--- src/rtl/shift_sequencer_pkg.sv ---
// -----------------------------------------------------------------------------
// shift_sequencer_pkg
// Shared definitions for the multi-cycle shift sequencer: default operand and
// shift-amount widths, FSM state encoding and shift mode encoding.
// The mode is {arithmetic, direction}. Arithmetic left behaves the same as
// logical left.
// -----------------------------------------------------------------------------
package shift_sequencer_pkg;

  localparam int WIDTH_DEF = 8;
  localparam int CNT_W_DEF = 3;   // clog2(WIDTH_DEF)

  typedef enum logic [1:0] {
    IDLE  = 2'd0,
    SHIFT = 2'd1,
    ZERO  = 2'd2
  } state_t;

  typedef enum logic [1:0] {
    LSL = 2'b00,
    LSR = 2'b01,
    ASL = 2'b10,
    ASR = 2'b11
  } mode_t;

  // Build the mode code from the two captured control bits.
  function automatic mode_t make_mode(input logic arithmetic, input logic direction);
    return mode_t'({arithmetic, direction});
  endfunction

endpackage

--- src/rtl/shift_sequencer_if.sv ---
// -----------------------------------------------------------------------------
// shift_sequencer_if
// Request/response bundle of the shift sequencer.
//   master : drives start, operand, amount, direction, arithmetic;
//            observes busy, done, result, carry
//   slave  : the sequencer itself (the mirror image of master)
// -----------------------------------------------------------------------------
interface shift_sequencer_if #(
  parameter int WIDTH = 8,
  parameter int CNT_W = 3
) ();

  logic             start;
  logic [WIDTH-1:0] operand;
  logic [CNT_W-1:0] amount;
  logic             direction;
  logic             arithmetic;
  logic             busy;
  logic             done;
  logic [WIDTH-1:0] result;
  logic             carry;

  modport master (
    output start, operand, amount, direction, arithmetic,
    input  busy, done, result, carry
  );

  modport slave (
    input  start, operand, amount, direction, arithmetic,
    output busy, done, result, carry
  );

endinterface

--- src/rtl/shift_sequencer_step.sv ---
// -----------------------------------------------------------------------------
// shift_step
// Combinational single-position shifter.
//   w          : current working value
//   direction  : 1 = right, 0 = left
//   arithmetic : 1 = sign-fill on a right shift (no effect on a left shift)
//   w_next     : value after one shift position
//   out_bit    : the bit that falls off the end
// -----------------------------------------------------------------------------
module shift_step
  import shift_sequencer_pkg::*;
#(
  parameter int WIDTH = WIDTH_DEF
) (
  input  logic [WIDTH-1:0] w,
  input  logic             direction,
  input  logic             arithmetic,
  output logic [WIDTH-1:0] w_next,
  output logic             out_bit
);

  mode_t mode;
  assign mode = make_mode(arithmetic, direction);

  always_comb begin
    // NOTE: defaults first so every path assigns both outputs; no latch is inferred.
    w_next  = w;
    out_bit = 1'b0;
    case (mode)
      LSL, ASL: begin
        w_next  = {w[WIDTH-2:0], 1'b0};
        out_bit = w[WIDTH-1];
      end
      LSR: begin
        w_next  = {1'b0, w[WIDTH-1:1]};
        out_bit = w[0];
      end
      ASR: begin
        w_next  = {w[WIDTH-1], w[WIDTH-1:1]};
        out_bit = w[0];
      end
      default: begin
        w_next  = w;
        out_bit = 1'b0;
      end
    endcase
  end

endmodule

--- src/rtl/shift_sequencer.sv ---
// -----------------------------------------------------------------------------
// shift_sequencer
// Multi-cycle shift-by-N unit. A request accepted in IDLE captures the operand
// and the shift controls, then one single-position shift is applied per clock
// until the requested amount is used up. The last bit shifted out is reported
// as carry. A zero amount takes one cycle and returns the operand unchanged.
// Ports:
//   clk   : system clock, rising edge
//   reset : asynchronous, active-high
//   bus   : shift_sequencer_if.slave
//           (start/operand/amount/direction/arithmetic in,
//            busy/done/result/carry out)
// -----------------------------------------------------------------------------
module shift_sequencer
  import shift_sequencer_pkg::*;
#(
  parameter int WIDTH = WIDTH_DEF,
  parameter int CNT_W = CNT_W_DEF
) (
  input  logic             clk,
  input  logic             reset,
  shift_sequencer_if.slave bus
);

  state_t           state_q, state_d;
  logic [WIDTH-1:0] w_q;
  logic [CNT_W-1:0] count_q;
  logic             dir_q;
  logic             arith_q;
  logic             carry_q;
  logic             done_q;

  logic [WIDTH-1:0] step_w;
  logic             step_bit;

  // A request is taken only while idle. A start that arrives while busy is dropped.
  logic accept;
  logic last_step;
  assign accept    = (state_q == IDLE) && bus.start;
  assign last_step = (state_q == SHIFT) && (count_q == CNT_W'(1));

  shift_step #(.WIDTH(WIDTH)) u_step (
    .w          (w_q),
    .direction  (dir_q),
    .arithmetic (arith_q),
    .w_next     (step_w),
    .out_bit    (step_bit)
  );

  // State register.
  always_ff @(posedge clk or posedge reset) begin
    // NOTE: sequential state uses non-blocking assignments so every register samples pre-edge values.
    if (reset) state_q <= IDLE;
    else       state_q <= state_d;
  end

  // Next-state logic.
  always_comb begin
    state_d = state_q;
    case (state_q)
      IDLE: begin
        if (bus.start) state_d = (bus.amount == '0) ? ZERO : SHIFT;
      end
      SHIFT: begin
        if (count_q == CNT_W'(1)) state_d = IDLE;
      end
      ZERO:    state_d = IDLE;
      default: state_d = IDLE;
    endcase
  end

  // Output logic. busy covers every non-IDLE cycle. The done cycle is already
  // IDLE, so a new start can be accepted in that cycle.
  always_comb begin
    bus.busy   = (state_q != IDLE);
    bus.done   = done_q;
    bus.result = w_q;
    bus.carry  = carry_q;
  end

  // Datapath. The working register is the visible result. It only changes on
  // accept or during SHIFT, so it holds while idle. A ZERO request needs no
  // update: the operand and the cleared carry were loaded on accept.
  always_ff @(posedge clk or posedge reset) begin
    if (reset) begin
      w_q     <= '0;
      count_q <= '0;
      dir_q   <= 1'b0;
      arith_q <= 1'b0;
      carry_q <= 1'b0;
      done_q  <= 1'b0;
    end else begin
      done_q <= last_step || (state_q == ZERO);
      if (accept) begin
        w_q     <= bus.operand;
        count_q <= bus.amount;
        dir_q   <= bus.direction;
        arith_q <= bus.arithmetic;
        carry_q <= 1'b0;
      end else if (state_q == SHIFT) begin
        w_q     <= step_w;
        carry_q <= step_bit;
        count_q <= count_q - CNT_W'(1);
      end
    end
  end

endmodule

--- src/flat_wrapper.sv ---
// flat-port wrapper written by rule: the top's interface ports become plain ports
module shift_sequencer_flat import shift_sequencer_pkg::*;
#(
  parameter int WIDTH = WIDTH_DEF,
  parameter int CNT_W = CNT_W_DEF
)
  (clk, reset, bus_start, bus_operand, bus_amount, bus_direction, bus_arithmetic, bus_busy, bus_done, bus_result, bus_carry);
  shift_sequencer_if #(.WIDTH(WIDTH), .CNT_W(CNT_W)) bus_i ();
  input  logic clk;
  input  logic reset;
  input wire logic [$bits(bus_i.start)-1:0] bus_start;
  input wire logic [$bits(bus_i.operand)-1:0] bus_operand;
  input wire logic [$bits(bus_i.amount)-1:0] bus_amount;
  input wire logic [$bits(bus_i.direction)-1:0] bus_direction;
  input wire logic [$bits(bus_i.arithmetic)-1:0] bus_arithmetic;
  output wire logic [$bits(bus_i.busy)-1:0] bus_busy;
  output wire logic [$bits(bus_i.done)-1:0] bus_done;
  output wire logic [$bits(bus_i.result)-1:0] bus_result;
  output wire logic [$bits(bus_i.carry)-1:0] bus_carry;
  assign bus_i.start = bus_start;
  assign bus_i.operand = bus_operand;
  assign bus_i.amount = bus_amount;
  assign bus_i.direction = bus_direction;
  assign bus_i.arithmetic = bus_arithmetic;
  assign bus_busy = bus_i.busy;
  assign bus_done = bus_i.done;
  assign bus_result = bus_i.result;
  assign bus_carry = bus_i.carry;
  shift_sequencer #(.WIDTH(WIDTH), .CNT_W(CNT_W)) u_core (.clk(clk), .reset(reset), .bus(bus_i));
endmodule
--- config.mk ---
export PLATFORM = sky130hd
export DESIGN_NAME = shift_sequencer_flat
export DESIGN_NICKNAME = d
export VERILOG_FILES = /design/src/rtl/shift_sequencer_pkg.sv /design/src/rtl/shift_sequencer_if.sv /design/src/rtl/shift_sequencer_step.sv /design/src/rtl/shift_sequencer.sv /design/src/flat_wrapper.sv
export SDC_FILE = /design/constraint.sdc
export NUM_CORES = 1
export LEC_CHECK = 0
export BUFFER_PORTS_ARGS = -buffer_cell sky130_fd_sc_hd__buf_2
export CAP_MARGIN = 0
export CORE_ASPECT_RATIO = 1.4
export CORE_MARGIN = 2
export CORE_UTILIZATION = 55
export DETAILED_ROUTE_END_ITERATION = 16
export GPL_ROUTABILITY_DRIVEN = 0
export PLACE_DENSITY = 0.82
export SYNTH_ARGS = -nofsm -noshare
export SYNTH_HDL_FRONTEND = slang
export SYNTH_HIERARCHICAL = 1
export SYNTH_SLANG_ARGS = --single-unit
export TNS_END_PERCENT = 10
--- constraint.sdc ---
create_clock -name clk -period 1.75 [get_ports clk]
set_input_delay 0.175 -clock clk [delete_from_list [all_inputs] [get_ports clk]]
set_output_delay 0.175 -clock clk [all_outputs]
set_load 0.02 [all_outputs]
# Word level (Yosys, flattened, before mapping)
# Cells that the tools add are included.
[word_totals]
register_bits = 17
wordCells = 42
out_inout_bits = 11
inputBits = 16
[classes]
reduce_logical = 12
addsub = 1
n_mux = 12
eq_ne = 9
[op_table]
columns = ["cell", "count"]
rows = [
  ["8-bit one-hot mux with 3 select lines", 1],
  ["8-bit two-way mux", 2],
  ["2-bit == test (second input constant)", 3],
  ["2-bit two-way mux", 3],
  ["3-bit two-way mux", 2],
  ["2-bit by 1-bit == test with 1-bit output (second input constant)", 2],
  ["2-bit zero test", 2],
  ["2-bit by 1-bit inequality test with 1-bit output (second input constant)", 2],
  ["2-bit one-hot mux with 2 select lines", 1],
  ["2-bit AND reduction", 2],
  ["2-bit nonzero test", 2],
  ["2-bit OR reduction", 2],
  ["3-bit by 1-bit == test with 1-bit output (second input constant)", 1],
  ["3-bit zero test", 1],
  ["3-bit by 1-bit subtractor with 3-bit output (second input constant)", 1],
  ["1-bit logical AND", 2],
  ["1-bit two-way mux", 2],
  ["2-bit inequality test (second input constant)", 1],
  ["1-bit one-hot mux with 2 select lines", 1],
  ["1-bit logical OR", 1],
]

# Logic depth before layout (Yosys ltp)
# Gate-level depths: netlist of the first run.
[logic_depth]
word_depth = 5
ltp_mapped = 6
mapped_depth_nobuf = 5

# By module
# The synthesis of the first run kept the hierarchy.
[modules_own_cells]
columns = ["mod", "cells_per_inst", "seq_area_each_um2", "instances", "area_each_um2"]
rows = [
  ["shift_sequencer", 84, 425.4, 1, 972.2],
  ["shift_step", 12, 0.0, 1, 137.6],
]

# Least setup slack after synthesis of the first run
# OpenSTA, ideal clock, no wires.
[synth_path]
path_kind = "flip-flop to flip-flop"
start = "register u_core.state_q[1]"
end = "register u_core.arith_q"
path_slack_ns = 0.589
t_arrival_ns = 1.036
t_required_ns = 1.625
stages_incl_launch_ff = 5
n_path_buf = 1
setup_time_ns = 0.125
period_less_slack_ns = 1.161
cell_sequence = "dfrtp_1 buf_6 nand2b_4 nor2_4 mux2_4"
[synth_via]
elab_chain_cells = 2
[synth_rtl]
columns = ["element", "line", "source"]
rows = [
  ["start: declaration", "shift_sequencer.sv:25", "state_t state_q, state_d;"],
  ["start signal: assignment", "shift_sequencer.sv:54", "else state_q <= state_d;"],
  ["2-bit zero test", "shift_sequencer.sv:39", "assign accept = (state_q == IDLE) && bus.start;"],
  ["1-bit logical AND", "shift_sequencer.sv:39", ""],
  ["end signal: assignment", "shift_sequencer.sv:98", "arith_q <= bus.arithmetic;"],
  ["end: declaration", "shift_sequencer.sv:29", "logic arith_q;"],
]
# No other way between the ends.
# A chain may end at the register's enable or synchronous reset.

# Worst setup path in the final report of the first run
[layout_path]
start = "register u_core.state_q[0]"
end = "output port bus_busy"
[layout_via]
elab_chain_cells = 1
[layout_rtl]
columns = ["element", "line", "source"]
rows = [
  ["2-bit nonzero test", "shift_sequencer.sv:75", "bus.busy = (state_q != IDLE);"],
  ["end: declaration", "flat_wrapper.sv:16", "output wire logic [$bits(bus_i.busy)-1:0] bus_busy;"],
]
# No other way between the ends.

==> results of run 1 <==
==> worst max-delay path, delay by kind of cell, from the launching register on <==
family / cells / cell delay, ns
AND/OR/NAND/NOR: 1 / 0.08
buffers and inverters: 2 / 0.28
flip-flops: 1 / 0.68
==> through the flow <==
stage | total power, uW | setup WS (ns) | std cells | utilization
3_3_place_gp | 1990 | 0.406 | 140 | 0.634
5_1_grt | 2380 | 0.169 | 145 | 0.653
4_1_cts | 2240 | 0.229 | 145 | 0.653
3_5_place_dp | 2040 | 0.361 | 140 | 0.634
2_1_floorplan | 1800 | 0.589 | 96 | -
6_report | 2220 | 0.241 | 145 | 0.653
==> synthesized netlist by cell type <==
library cell / instances
nand2b_4: 1
dfrtp_1: 17
nor3_1: 1
mux2_1: 1
nand3_1: 1
buf_4: 1
mux2_4: 9
o21ai_0: 2
o22ai_1: 3
a22o_1: 2
ha_1: 2
buf_6: 6
nor2b_2: 1
o21bai_4: 1
nor2_4: 1
nor2b_4: 1
a22oi_2: 8
a21oi_1: 5
inv_1: 7
nand4b_1: 1
nand2b_1: 2
or3_1: 1
nor2_1: 2
and2_2: 1
inv_2: 1
nand2_1: 8
o21ai_2: 7
o311ai_1: 1
o2bb2ai_1: 1
o31a_1: 1
==> area by class of cell <==
cell class / instances / area [um2] / share of cell area
clock buffer: 4 / 26.3 / 0.0209
inverter: 8 / 30.0 / 0.0239
multi-input combinational: 64 / 579 / 0.461
sequential: 17 / 425 / 0.338
tap: 21 / 26.3 / 0.0209
timing repair buffer: 31 / 170 / 0.135
==> cells by family (layout without fill, tap and decap cells) <==
logic type,count (synthesis),count (layout),synth area share
compound gates,31,31,0.250
mux,10,10,0.132
simple gates,21,21,0.117
flops,17,17,0.383
buf+inv,15,43,0.0947
fa+ha+maj,2,2,0.0225
==> per-layer routing <==
metal	routed length (um)	vias to the layer above	share of wire	GRT usage
met3	72	6	0.034	0.0190
met1	896	409	0.43	0.242
met4	38	0	0.018	0.0829
met2	1090	17	0.52	0.344
met5	0	-	0	0
li1	-	397	-	-
==> state kept, by name, indices dropped and copies added (netlist names) <==
name / count
u_core/bus.result: 8
u_core/count_q: 3
u_core/state_q: 2
u_core/arith_q: 1
u_core/bus.carry: 1
u_core/bus.done: 1
u_core/dir_q: 1
==> path summary, 6_finish.rpt <==
| kind | from | slack, ns | endpoint |
|---|---|---|---|
| worst max-delay path | u_core/state_q[0] | 0.24 | bus_busy |
| worst min-delay path | bus_direction | 0.12 | u_core/dir_q |
| worst max register to register | u_core/dir_q | 0.34 | u_core/bus.result[1] |
| worst min register to register | u_core/bus.carry | 0.52 | u_core/bus.carry |
| max in group asynchronous | reset | 0.82 | u_core/state_q[1] |
| min in group asynchronous | reset | 0.51 | u_core/bus.result[1] |
==> power groups by stage <==
stage / Sequential, uW / Clock, uW / Combinational, uW
after floorplan: 811 / 0 / 989
after global placement: 808 / 0 / 1180
after detailed placement: 822 / 0 / 1220
after CTS: 812 / 212 / 1220
after global routing: 839 / 231 / 1310
final: 811 / 204 / 1210
==> timing repair <==
action | CTS | global route
hold buffers | 1 | 0
endpoints found under the hold margin | 17 | 0
resized for setup | 0 | 0
==> metrics, run 1 <==
Slowest cell on crit path=dfrtp_1; Worst Path Arrival=1.33 ns; ANT cells=0; number of nets still failing antenna checks after routing=0; CP required=1.57 ns; final wirelength=2.10 mm; worst relative slew slack=0.566; placed cell area=0.00122 mm2; critical path endpoint category=output pin; clk sinks=17; router iterations before antenna repair=4; RSZ-0062 raised after global routing=false; most common cell after layout, fill and taps aside=buf_2; Initial Util=0.576; Die Y-Extent=57.2 um; worst hold path depth=2; Leak=0.000608 uW; cts bufs inserted=3; routed length per instance=14.5 um; Net Sw Frac=0.413; clock share of power=0.092; Crit Path Class=reg -> out; vias=829; clk slew on worst S/H paths=0.09 ns; Port Buffers=26; CP Launch Type=flop; critical-path maximum fanout=11; pwr dens=1770 mW/mm2; CTS root buffer=clkbuf_4; flops & latches, synth=17; pin count of the biggest net entering global routing=18; initial antenna violation count=0; I/O pin total=27; max-slew violations=0; f_max=663 MHz; final hold vios=0; Die ar.=0.00240 mm2; post-synth cell types=30; setup TNS=0 ns; Chip Width=42.0 um; HPWL after DPL=1.66 mm; # DRC=0; Peak VDD IR=1000 uV; CTS tree=yes; critical-path cell list=inv_2 > nand2_1 > buf_2; maximum clock insertion buffer count=2; post-CTS setup buffer count=0; synthesized area per cell=11.6 um2; cell taking the most area after synthesis=dfrtp_1; top cells by area, synth=dfrtp_1, mux2_4, a22oi_2; total gr overflow=0; layout cells sized above 1=0.516; DRT iter0 DRCs=6; cell depth of the worst flop-to-flop path=3; sequential share of power=0.365; Core Area=0.00193 mm2; Final setup viols=0; Int Power=1300 uW; number of nets in the layout=143; worst slew pin tran=0.650 ns; FILL cells=162; Mapped Area=0.00111 mm2; status=finished clean; share of the synthesized area in the top cell type=0.383; Logic pwr share=0.543; Design Area, Final=0.00126 mm2; synthesized net count=114; Layout area overhead=13.3%; insertion delay of the later-clocked pin in the worst-skew pair=0.28 ns; final worst path period share=0.862; H-tree depth=1; fin crit period=1.51 ns; vias in the first global route=815; sw power=918 uW; Total GRT Usage=0.195; Syn Inst Count=96; HP Class=in -> reg; commonest non-fill, non-tap cells in the layout=buf_2, dfrtp_1, mux2_4, a22oi_2, nand2_1; num rows=19; sequential share of the synthesized area=0.383; critical path's largest stage delay=0.68 ns; clock skew=0.00400 ns; first-pass GRT wire length=3.58 mm; MaxCap Viol Count=0; Avg Vias per Cell=5.72; minimum hold slack=0.118 ns; Ys Warns=6
Note: power is estimated with default switching activity, not from simulation.
==> run 2: changes to the inputs <==
- BUFFER_PORTS_ARGS: -buffer_cell sky130_fd_sc_hd__buf_2 -> not set
- DONT_BUFFER_PORTS: not set -> 1
- PLACE_DENSITY: 0.82 -> 0.77
==> metrics, run 2 (synthesis results as in run 1) <==
insertion delay of the later-clocked pin in the worst-skew pair=0.28 ns (about the same); r2r setup slk=0.25 ns (-0.09 ns); num rows=19 (unchanged); Slowest cell on crit path=dfrtp_1; cts bufs inserted=3 (unchanged); H-tree depth=1 (unchanged); Design Area, Final=0.00112 mm2 (-11%); Die Y-Extent=57.2 um (unchanged); max reg flops=8 (unchanged); MaxCap Viol Count=0 (unchanged); Placed Instances=113 (-19%); CTS resizes=0 (unchanged); met2 routed wirelength=1.10 mm (+0.91%); Reg2Reg Launch Point=u_core/state_q[0]; Core Area=0.00193 mm2 (unchanged); final hold vios=0 (unchanged); Die ar.=0.00240 mm2 (unchanged); f_max=628 MHz (-5.2%); setup TNS=0 ns (unchanged); initial antenna violation count=0 (unchanged); Avg Vias per Cell=6.30 (+10%); most common cell after layout, fill and taps aside=dfrtp_1; post-route insts no fill=118 (-19%); HP Class=in -> reg; Layout area overhead=0.902%; routed length per instance=17.7 um (+22%); critical-path maximum fanout=15 (+4); layout cells sized above 1=0.381 (-0.135); Port Buffers=0 (-100%); clock skew=0.00130 ns (-0.00270 ns); CTS root buffer=clkbuf_4; maximum clock insertion buffer count=2 (unchanged); DRT iter0 DRCs=18 (+12); crit path from=u_core/state_q[0]; uppermost layer routed=met4; vias in the first global route=796 (-2.3%); status=finished clean; # DRC=0 (unchanged); Total GRT Usage=0.194 (-0.00105); Peak VDD IR=1280 uV (+27%); CP required=1.57 ns (about the same); pwr dens=1880 mW/mm2 (+6.4%); commonest non-fill, non-tap cells in the layout=dfrtp_1, mux2_4, a22oi_2, nand2_1; max-slew violations=0 (unchanged); Worst R2R End=u_core/bus.result[1]; worst slew pin tran=0.669 ns (+0.0195 ns); total power=2110 uW (-5.2%); pin count of the biggest net entering global routing=18 (unchanged); critical-path cell list=inv_2 > nand2_1; clk slew on worst S/H paths=0.10 ns (about the same); worst relative slew slack=0.554 (-0.0125); Worst Path Arrival=1.42 ns (+0.09 ns); CP Launch Type=flop; CTS tree=yes; vias=743 (-10%); critical path's largest stage delay=0.78 ns (+0.10 ns); met3 wire len=103 um (+43%); cell depth of the worst flop-to-flop path=3 (unchanged); clk sinks=17 (unchanged); CP endpoint=bus_busy; CTS Hold Bufs=1 (unchanged); final wirelength=2.08 mm (-0.86%); Leak=0.000494 uW (-19%); fin crit period=1.59 ns (+0.0836 ns); total gr overflow=0 (unchanged); critical path endpoint category=output pin; Initial Util=0.576 (unchanged); post-CTS setup buffer count=0 (unchanged); number of nets in the layout=116 (-19%); placed cell area=0.00108 mm2 (-11%); Final setup viols=0 (unchanged); FILL cells=167 (+3.1%); final worst path period share=0.910 (+0.0478); Chip Width=42.0 um (unchanged); first-pass GRT wire length=3.65 mm (+1.9%); ANT cells=0 (unchanged); I/O pin total=27 (unchanged); number of nets still failing antenna checks after routing=0 (unchanged); RSZ-0062 raised after global routing=false; HPWL after DPL=1.60 mm (-3.4%); router iterations before antenna repair=4 (unchanged); Crit Path Class=reg -> out; Metal-1 WL=831 um (-7.3%)
[run 2: cell count changes in the layout (fill, tap and decap cells not counted), sizes merged]
| cell | delta |
|---|---|
| buf | -27 |
[run 2: area by class of cell]
cell class | count | area (um2) | area share
clock buffers | 4 | 26.3 | 0.0235
inverters | 8 | 30.0 | 0.0268
multi-input cells | 64 | 579 | 0.517
flip-flops and latches | 17 | 425 | 0.380
well taps | 21 | 26.3 | 0.0235
repair buffers | 4 | 32.5 | 0.0291
[run 2: how the worst min path moves through the flow]
stage / from / end / cells after the start
global placement: reset / u_core/arith_q / 1
CTS: bus_direction / u_core/dir_q / 1
finish: bus_direction / u_core/dir_q / 1
global route: bus_direction / u_core/dir_q / 1
floorplan: reset / u_core/arith_q / 1
detailed placement: reset / u_core/arith_q / 1
[run 2: metrics by stage]
| stage | setup slack [ns] | utilization | hold slack [ns] |
|---|---|---|---|
| floorplan | 0.589 | - | 0.101 |
| global route | 0.0806 | 0.582 | 0.0126 |
| CTS | 0.147 | 0.582 | 0.0228 |
| global placement | 0.344 | 0.563 | 0.188 |
| detailed placement | 0.268 | 0.563 | 0.188 |
| finish | 0.158 | 0.582 | 0.0348 |
[run 2: where the power goes]
group,switching (uW),internal [uW]
Combinational,379,556
Sequential,400,562
Clock,120,88.5
Total,898,1210
[run 2: routing by layer]
| layer | global-route usage | up-vias |
|---|---|---|
| li1 | - | 346 |
| met1 | 0.239 | 367 |
| met2 | 0.330 | 23 |
| met5 | 0 | - |
| met3 | 0.0348 | 7 |
| met4 | 0.0876 | 0 |
[run 2: critical path: cells and delay by family (launching register included)]
kind / cells / cell delay [ns]
buffers and inverters: 1 / 0.14
and+or+nand+nor: 1 / 0.20
DFF: 1 / 0.78
